==> src/rtl/soft_demap.sv <==
// soft_demap: QPSK soft demapper feeding the received-codeword buffer.
// Each accepted I/Q sample is quantized to two 3-bit signed soft values.
// The values are emitted I-first, then Q, one per cycle, with codeword
// framing flags every DEPTH values.
//
// Ports:
//   clk     in   working clock
//   rst     in   asynchronous reset, active-low
//   iq_i    in   signed in-phase sample (IW bits)
//   iq_q    in   signed quadrature sample (IW bits)
//   iq_vld  in   input sample valid
//   iq_rdy  out  sample can be accepted this cycle (combinational from state)
//   do_o    out  soft value, 3-bit two's complement, range -3..+3
//   do_vld  out  do_o valid
//   do_sof  out  first soft value of a codeword (qualified by do_vld)
//   do_eof  out  last soft value of a codeword (qualified by do_vld)
module soft_demap #(
    parameter int unsigned IW    = 8,
    parameter int unsigned SHIFT = 4,
    parameter int unsigned DEPTH = 32,
    parameter int unsigned CW    = $clog2(DEPTH)
) (
    input  logic          clk,
    input  logic          rst,
    input  logic [IW-1:0] iq_i,
    input  logic [IW-1:0] iq_q,
    input  logic          iq_vld,
    output logic          iq_rdy,
    output logic [2:0]    do_o,
    output logic          do_vld,
    output logic          do_sof,
    output logic          do_eof
);

    localparam logic [0:0] S_IDLE = 1'b0;
    localparam logic [0:0] S_Q    = 1'b1;

    localparam logic signed [IW-1:0] SAT_HI = IW'(3);
    localparam logic signed [IW-1:0] SAT_LO = IW'(-3);

    localparam logic [CW-1:0] CNT_LAST = CW'(DEPTH - 1);

    logic [0:0]    state_q, state_d;
    logic [2:0]    do_q, do_d;
    logic          vld_q, vld_d;
    logic          sof_q, sof_d;
    logic          eof_q, eof_d;
    logic [2:0]    hold_q, hold_d;
    logic [CW-1:0] cnt_q, cnt_d;
    logic          emit;

    // Scale by arithmetic shift (floor), then saturate symmetrically to +/-3.
    function automatic logic [2:0] quant(input logic [IW-1:0] x);
        logic signed [IW-1:0] t;
        t = $signed(x) >>> SHIFT;
        if (t > SAT_HI) begin
            quant = 3'b011;
        end else if (t < SAT_LO) begin
            quant = 3'b101;
        end else begin
            quant = t[2:0];
        end
    endfunction

    // The only stall point: a Q value is still pending in the holding register.
    assign iq_rdy = (state_q == S_IDLE);

    // Next-state and output logic.
    always_comb begin
        state_d = state_q;
        do_d    = do_q;
        hold_d  = hold_q;
        cnt_d   = cnt_q;
        vld_d   = 1'b0;
        sof_d   = 1'b0;
        eof_d   = 1'b0;
        emit    = 1'b0;

        case (state_q)
            S_IDLE: begin
                if (iq_vld) begin
                    do_d    = quant(iq_i);
                    hold_d  = quant(iq_q);
                    emit    = 1'b1;
                    state_d = S_Q;
                end
            end
            S_Q: begin
                do_d    = hold_q;
                emit    = 1'b1;
                state_d = S_IDLE;
            end
            default: begin
                state_d = S_IDLE;
            end
        endcase

        // Frame position advances only with emitted values, so gaps keep alignment.
        if (emit) begin
            vld_d = 1'b1;
            sof_d = (cnt_q == '0);
            eof_d = (cnt_q == CNT_LAST);
            cnt_d = (cnt_q == CNT_LAST) ? '0 : cnt_q + CW'(1);
        end
    end

    // State and output registers.
    always_ff @(posedge clk or negedge rst) begin
        if (!rst) begin
            state_q <= S_IDLE;
            do_q    <= '0;
            vld_q   <= 1'b0;
            sof_q   <= 1'b0;
            eof_q   <= 1'b0;
            hold_q  <= '0;
            cnt_q   <= '0;
        end else begin
            state_q <= state_d;
            do_q    <= do_d;
            vld_q   <= vld_d;
            sof_q   <= sof_d;
            eof_q   <= eof_d;
            hold_q  <= hold_d;
            cnt_q   <= cnt_d;
        end
    end

    assign do_o   = do_q;
    assign do_vld = vld_q;
    assign do_sof = sof_q;
    assign do_eof = eof_q;

endmodule
==> config.mk <==
export PLATFORM = sky130hd
export DESIGN_NAME = soft_demap
export DESIGN_NICKNAME = d
export VERILOG_FILES = /design/src/rtl/soft_demap.sv
export SDC_FILE = /design/constraint.sdc
export NUM_CORES = 1
export LEC_CHECK = 0
export BUFFER_PORTS_ARGS = -buffer_cell sky130_fd_sc_hd__buf_4
export CAP_MARGIN = 15
export CORE_UTILIZATION = 47
export CTS_BUF_LIST = sky130_fd_sc_hd__clkbuf_16
export DETAILED_ROUTE_END_ITERATION = 10
export GPL_TIMING_DRIVEN = 0
export HOLD_SLACK_MARGIN = 0.08
export PLACE_DENSITY = 0.76
export SYNTH_ARGS = -nofsm -noshare
export SYNTH_HDL_FRONTEND = slang
export SYNTH_SLANG_ARGS = --single-unit
==> constraint.sdc <==
create_clock -name clk -period 1.59 [get_ports clk]
set_input_delay 0.159 -clock clk [delete_from_list [all_inputs] [get_ports clk]]
set_output_delay 0.159 -clock clk [all_outputs]
set_load 0.005 [all_outputs]
==> flow_summary.yaml, run 1 <==
outcome:
  outcome: "complete, no violations"
worst_setup_path:
  crit_path_top_delay_cell: "dfrtp_1"
  crit_path_end_kind: "flop"
  worstPathMaxFanout: 4
  criticalPathCategory: "flop to flop"
  cp_most_frequent_cell: "ha_2"
  critPathBufInv: 1
  critPathArrivalTime_ns: 1.67
  slowest_delay_ns: 0.41
  worst_setup_path_start_kind: "flop"
  crit_family: "adder cells"
  critical_path.cell_chain: "ha_2 -> and3_1 -> ha_2 -> inv_1 -> a311o_1"
  cp_data_required_time_ns: 1.71
logic_synthesis:
  post_synth_fa_ha_maj_area_fraction_pct: 5.16
  synth_area_um2: 727
  syn-num-nets: 92
  ys_ff_latch: 15
  share_of_the_synthesized_area_in_compound_gates_ao_oa_aoi_oai_pct: 15.3
  synth-seq-area-share_pct: 51.6
  synth_cell_types: 29
  synth_area_per_cell_um2: 10.4
  post_synth_and_or_nand_nor_area_fraction_pct: 18.2
  synth_top_family_by_area: "simple AND/OR/NAND/NOR gates"
  synth.yosys.warnings: 0
  synth_mux_area_share_pct: 2.93
  postSynthCellCount: 70
  synth_xor_xnor_area_share_pct: 0
floorplanning:
  pin_count: 26
  die_w_um: 41.3
  die-height_um: 41.3
  floorplan.initialDensity_pct: 53.2
  floorplan.rows: 13
  placeableCoreArea_mm2: 0.00137
  floorplan.die_area_mm2: 0.00171
flow_run:
  max-cap-violations: 0
clocking:
  number_of_buffers_between_clock_root_and_the_deepest_sink: 2
  cts_buffers: 3
  tritoncts: "built"
  clockRootBuffer: "clkbuf_16"
  cts_max_level: 1
  cts.sinks: 15
  clk_pin_slew_ns: 0.05
  clock_latency_ns: 0.24
grt:
  largest_net_degree_at_the_start_of_global_routing: 16
  grt_util_met1_pct: 23.6
  groute.layer.met3.usage_pct: 6.38
  groute.layer.met2.usage_pct: 30.1
  number_of_antenna_violations_at_the_first_check_in_global_routing: 0
  grt_overflow_total: 0
  busiest_layer: "met2"
  first_pass_grt_wire_length_um: 2030
  via_count_of_the_first_global_routing_pass: 464
  groute.usage.overall_pct: 19.2
final_layout:
  drive_gt1_share_pct: 33.0
  fill_cells: 94
  antenna_cells_inserted: 0
  final_common_cell: "buf_4"
  syn2layout_area_growth_pct: 36.0
  layout.nets: 117
  layout.cells.non_filler: 109
  mostFrequentLayoutCells: "20 x buf_4, 15 x dfrtp_1, 9 x inv_1"
timing:
  worst-slew-pin-transition_ns: 0.257
  timing_max_transition_violations_final: 0
  clock-skew-final_ns: 0.000398
  totalNegativeSetupSlack_ns: 0
  timing.max_slew.rel_slack_pct: 82.7
  max_clock_freq_mhz: 645
  whs_ns: 0.185
  setup_viol: 0
  hold_violations: 0
  ratio_of_final_minimum_period_to_clock_period_pct: 97.6
  finalCriticalPeriod_ns: 1.55
power:
  power_leakage_nw: 0.489
  vdd_drop_max_mv: 0.803
  report.power.total_mw: 1.38
  p_per_area_mw_per_mm2: 1390
drt:
  first_pass_iters: 4
  detailroute.via_count: 593
  initialDrtViolationCount: 12
  avgViaCountPerCell: 5.44
  route.antenna.remaining_nets: 0
  post-route-drc-count: 0
  drt-wirelength-per-cell_um: 12.8
  postRouteWirelength_um: 1400
placed_design:
  globalplace.congestion: 0.756
  place.detailed.hpwl_um: 942
  io_buffers: 16
  placed_cells: 101
hold_path:
  worst_hold_path_type: "input port to flop"
-- worst paths after layout --
kind / end / slack (ns) / depth (start not counted) / start
max: cnt_q[3] / 0.04 / 5 / cnt_q[0]
min: hold_q[0] / 0.19 / 3 / iq_q[4]
max reg2reg: cnt_q[3] / 0.04 / 5 / cnt_q[0]
min reg2reg: hold_q[1] / 0.47 / 2 / hold_q[1]
max in group asynchronous: do_sof / 1.11 / 2 / rst
min in group asynchronous: do_o[2] / 0.31 / 2 / rst
-- routing by layer --
metal,routed length (um),vias up
met4,22,0
met1,640,275
met5,0,-
met2,643,20
li1,-,294
met3,91,4
-- through the flow --
step | setup slack [ns] | instance area [um^2] | utilization, %
final | 0.0386 | 988 | 72.3
after global routing | -0.0235 | 988 | 72.3
after CTS | 0.0375 | 966 | 70.7
after detailed placement | 0.0385 | 866 | 63.4
after global placement | 0.0662 | 866 | 63.4
after floorplan | 0.143 | 727 | -
-- cell type report --
cell class | instances | area [um^2] | area share (%)
well taps | 15 | 18.8 | 1.90
flip-flops and latches | 15 | 375 | 38.0
clock inverters | 1 | 3.75 | 0.380
clock buffers | 3 | 75.1 | 7.59
plain buffers | 2 | 18.8 | 1.90
multi-input cells | 45 | 314 | 31.8
inverters | 8 | 30.0 | 3.04
repair buffers | 20 | 153 | 15.4
-- worst min-delay path, stage by stage --
cell,delay (ns)
buf_4,0.08
nor2_1,0.03
a21oi_1,0.12
-- what timing repair did --
action                                  CTS  global route
hold endpoints to repair                 15             0
setup buffers                             0             3
resized for setup                         3             0
pin swaps                                 1             0
gates cloned                              0             0
endpoints found under the setup margin    2             1
hold buffers                              1             0
-- cell usage after synthesis --
master	instances	share of area (%)
o22ai_1	1	0.86
and3b_2	1	1.4
buf_6	1	1.5
nand2_1	5	2.6
buf_4	1	1.0
o21ai_1	1	0.69
nor2_8	1	2.8
o21ai_0	5	3.4
nor4_1	1	0.86
o211ai_1	1	1.0
mux2i_1	1	1.4
and3_1	2	1.7
nor2b_1	1	0.86
inv_1	8	4.1
nand3_1	2	1.4
and2_2	1	1.0
ha_1	3	5.2
a311o_1	1	1.4
o31ai_1	1	1.0
a21oi_1	3	2.1
mux2_2	1	1.5
or3_1	1	0.86
a32o_1	1	1.4
a2bb2oi_1	1	1.2
a221oi_1	1	1.2
dfrtp_1	15	52
nor2_1	6	3.1
nand2b_1	2	1.7
a21boi_0	1	1.0
-- registers in the layout, indices dropped and copies added (netlist names) --
signal,cells
do_sof,1
do_vld,1
state_q,1
cnt_q,5
do_o,3
do_eof,1
hold_q,3
-- cell families after synthesis --
logic type               after synthesis
multiplexers                           2
buffers and inverters                 10
adder cells (fa/ha/maj)                3
flip-flops                            15
AND/OR/NAND/NOR                       23
AO/OA/AOI/OAI                         17
-- power by group --
group	switching, mW	internal, mW
sequential	0.0785	0.472
combinational	0.148	0.203
clock	0.142	0.332
Power figures use the tool's default switching activity.
==> run 2: changes to the inputs <==
- clock period: 1.59 -> 1.51 ns (I/O delays scaled with it)
==> flow_summary.yaml, run 2 (same netlist as run 1, synthesis figures left out) <==
worst_setup_path:
  reg2reg_launch_point: "cnt_q[0]"
  cp_data_required_time_ns: 1.67
  criticalPathCategory: "flop to flop"
  worstPathMaxFanout: 4
  crit_path_top_delay_cell: "dfrtp_1"
  crit_family: "simple AND/OR/NAND/NOR gates"
  critPathArrivalTime_ns: 1.60
  crit_path_end_kind: "flop"
  timing.reg2reg.worst_path_depth: 5
  critPathBufInv: 0
  regToRegEndpoint: "cnt_q[0]"
  slowest_delay_ns: 0.39
  reg2reg_setup_slack_ns: 0.08
  critical_path.cell_chain: "ha_2 -> and3_4 -> ha_4 -> or3_1 -> o21ai_0"
  worst_setup_path_start_kind: "flop"
placed_design:
  globalplace.congestion: 0.756
  placement.cell_area_um2: 866
  place.detailed.hpwl_um: 942
  io_buffers: 16
hold_path:
  hold_end: "hold_q[0]"
  timing.hold.worst_path_depth: 3
  hold_start: "iq_q[4]"
  worst_hold_path_type: "input port to flop"
clocking:
  clk_pin_slew_ns: 0.05
  cts_buffers: 3
  cts.sinks: 15
  tritoncts: "built"
  clockRootBuffer: "clkbuf_16"
  number_of_buffers_between_clock_root_and_the_deepest_sink: 2
  clock_latency_ns: 0.24
  cts_max_level: 1
floorplanning:
  floorplan.rows: 13
  pin_count: 26
  floorplan.die_area_mm2: 0.00171
  floorplan.initialDensity_pct: 53.2
  placeableCoreArea_mm2: 0.00137
  die-height_um: 41.3
  die_w_um: 41.3
grt:
  groute.usage.overall_pct: 19.8
  busiest_layer: "met2"
  first_pass_grt_wire_length_um: 2100
  grt_util_met1_pct: 24.6
  grt_overflow_total: 0
  largest_net_degree_at_the_start_of_global_routing: 16
  groute.layer.met3.usage_pct: 6.38
  via_count_of_the_first_global_routing_pass: 477
  number_of_antenna_violations_at_the_first_check_in_global_routing: 0
  groute.layer.met2.usage_pct: 30.9
final_layout:
  drive_gt1_share_pct: 33.3
  syn2layout_area_growth_pct: 37.0
  mostFrequentLayoutCells: "19 x buf_4, 15 x dfrtp_1, 9 x inv_1"
  finish.instance_area_um2: 996
  largest_reg_flops: 5
  layout.core_utilization_pct: 72.9
  final_common_cell: "buf_4"
  largest-register: "cnt_q"
  antenna_cells_inserted: 0
  fill_cells: 97
  layout.nets: 116
power:
  internal-power_mw: 1.06
  pwr-share-comb_pct: 26.4
  p_per_area_mw_per_mm2: 1470
  power.share.clock_pct: 34.1
  p_seq_share_pct: 39.5
  power.switching_uw: 400
  vdd_drop_max_mv: 0.908
  power_leakage_nw: 0.483
  switching_share_pct: 27.3
drt:
  initialDrtViolationCount: 5
  first_pass_iters: 4
  drt-wirelength-per-cell_um: 12.9
  route.antenna.remaining_nets: 0
  detailroute.via_count: 593
  post-route-drc-count: 0
  postRouteWirelength_um: 1400
  avgViaCountPerCell: 5.49
timing:
  setup_viol: 0
  ratio_of_final_minimum_period_to_clock_period_pct: 95.0
  whs_ns: 0.177
  finalCriticalPeriod_ns: 1.43
  max_clock_freq_mhz: 697
  totalNegativeSetupSlack_ns: 0
  worst-slew-pin-transition_ns: 0.257
  timing_max_transition_violations_final: 0
  unrepaired_setup_endpoints_after_global_routing: "no"
  timing.max_slew.rel_slack_pct: 82.7
  clock-skew-final_ns: 0.00122
  hold_violations: 0
outcome:
  outcome: "complete, no violations"
flow_run:
  max-cap-violations: 0
## run 2: cell type report
class                   count  area [um^2]  area share, %
inverters                   8         30.0           3.02
well taps                  15         18.8           1.88
plain buffers               2         18.8           1.88
flip-flops and latches     15          375           37.7
multi-input cells          45          329           33.0
clock buffers               3         75.1           7.54
repair buffers             19          145           14.6
clock inverters             1         3.75          0.377
## run 2: worst max-delay path by stage
| stage | slack, ns | startpoint | cells past startpoint | to |
|---|---|---|---|---|
| 5_1_grt | 0.02 | cnt_q[1] | 5 | cnt_q[3] |
| 2_1_floorplan | 0.06 | cnt_q[0] | 5 | cnt_q[0] |
| 3_3_place_gp | -0.01 | cnt_q[0] | 5 | cnt_q[0] |
| 3_5_place_dp | -0.04 | cnt_q[0] | 5 | cnt_q[3] |
| 6_report | 0.08 | cnt_q[0] | 5 | cnt_q[0] |
| 4_1_cts | 0.02 | cnt_q[0] | 5 | cnt_q[3] |
## run 2: worst reg2reg max path: cells and delay by family (launching register included)
kind / cells / cell delay (ns)
adders and majority gates: 2 / 0.38
AOI/OAI and AO/OA: 1 / 0.07
DFF: 1 / 0.39
and+or+nand+nor: 2 / 0.52
## run 2: power groups by stage
stage	sequential [mW]	combinational [mW]	clock (mW)
after global routing	0.591	0.439	0.537
after CTS	0.568	0.364	0.505
after detailed placement	0.576	0.303	0
after global placement	0.571	0.292	0
final	0.578	0.386	0.499
after floorplan	0.562	0.205	0
## run 2: what timing repair did
action,in CTS,in global routing
gates resized for setup,3,2
hold buffers,1,0
setup endpoints to repair,3,2
pin swaps,1,0
cloned,0,0
endpoints found under the hold margin,15,0
buffers inserted,2,0
## run 2: metal layers
| metal | vias up | share of wire (%) |
|---|---|---|
| met5 | - | 0 |
| met1 | 276 | 44 |
| met4 | 0 | 1.6 |
| li1 | 292 | - |
| met3 | 4 | 7.0 |
| met2 | 21 | 47 |
## run 2: per-stage QoR
step	worst slack [ns]	instances	power (mW)
finish	0.0752	108	1.46
global route	0.0232	108	1.57
CTS	0.0163	108	1.44
detailed placement	-0.0415	101	0.879
global placement	-0.0138	101	0.863
floorplan	0.0634	70	0.768
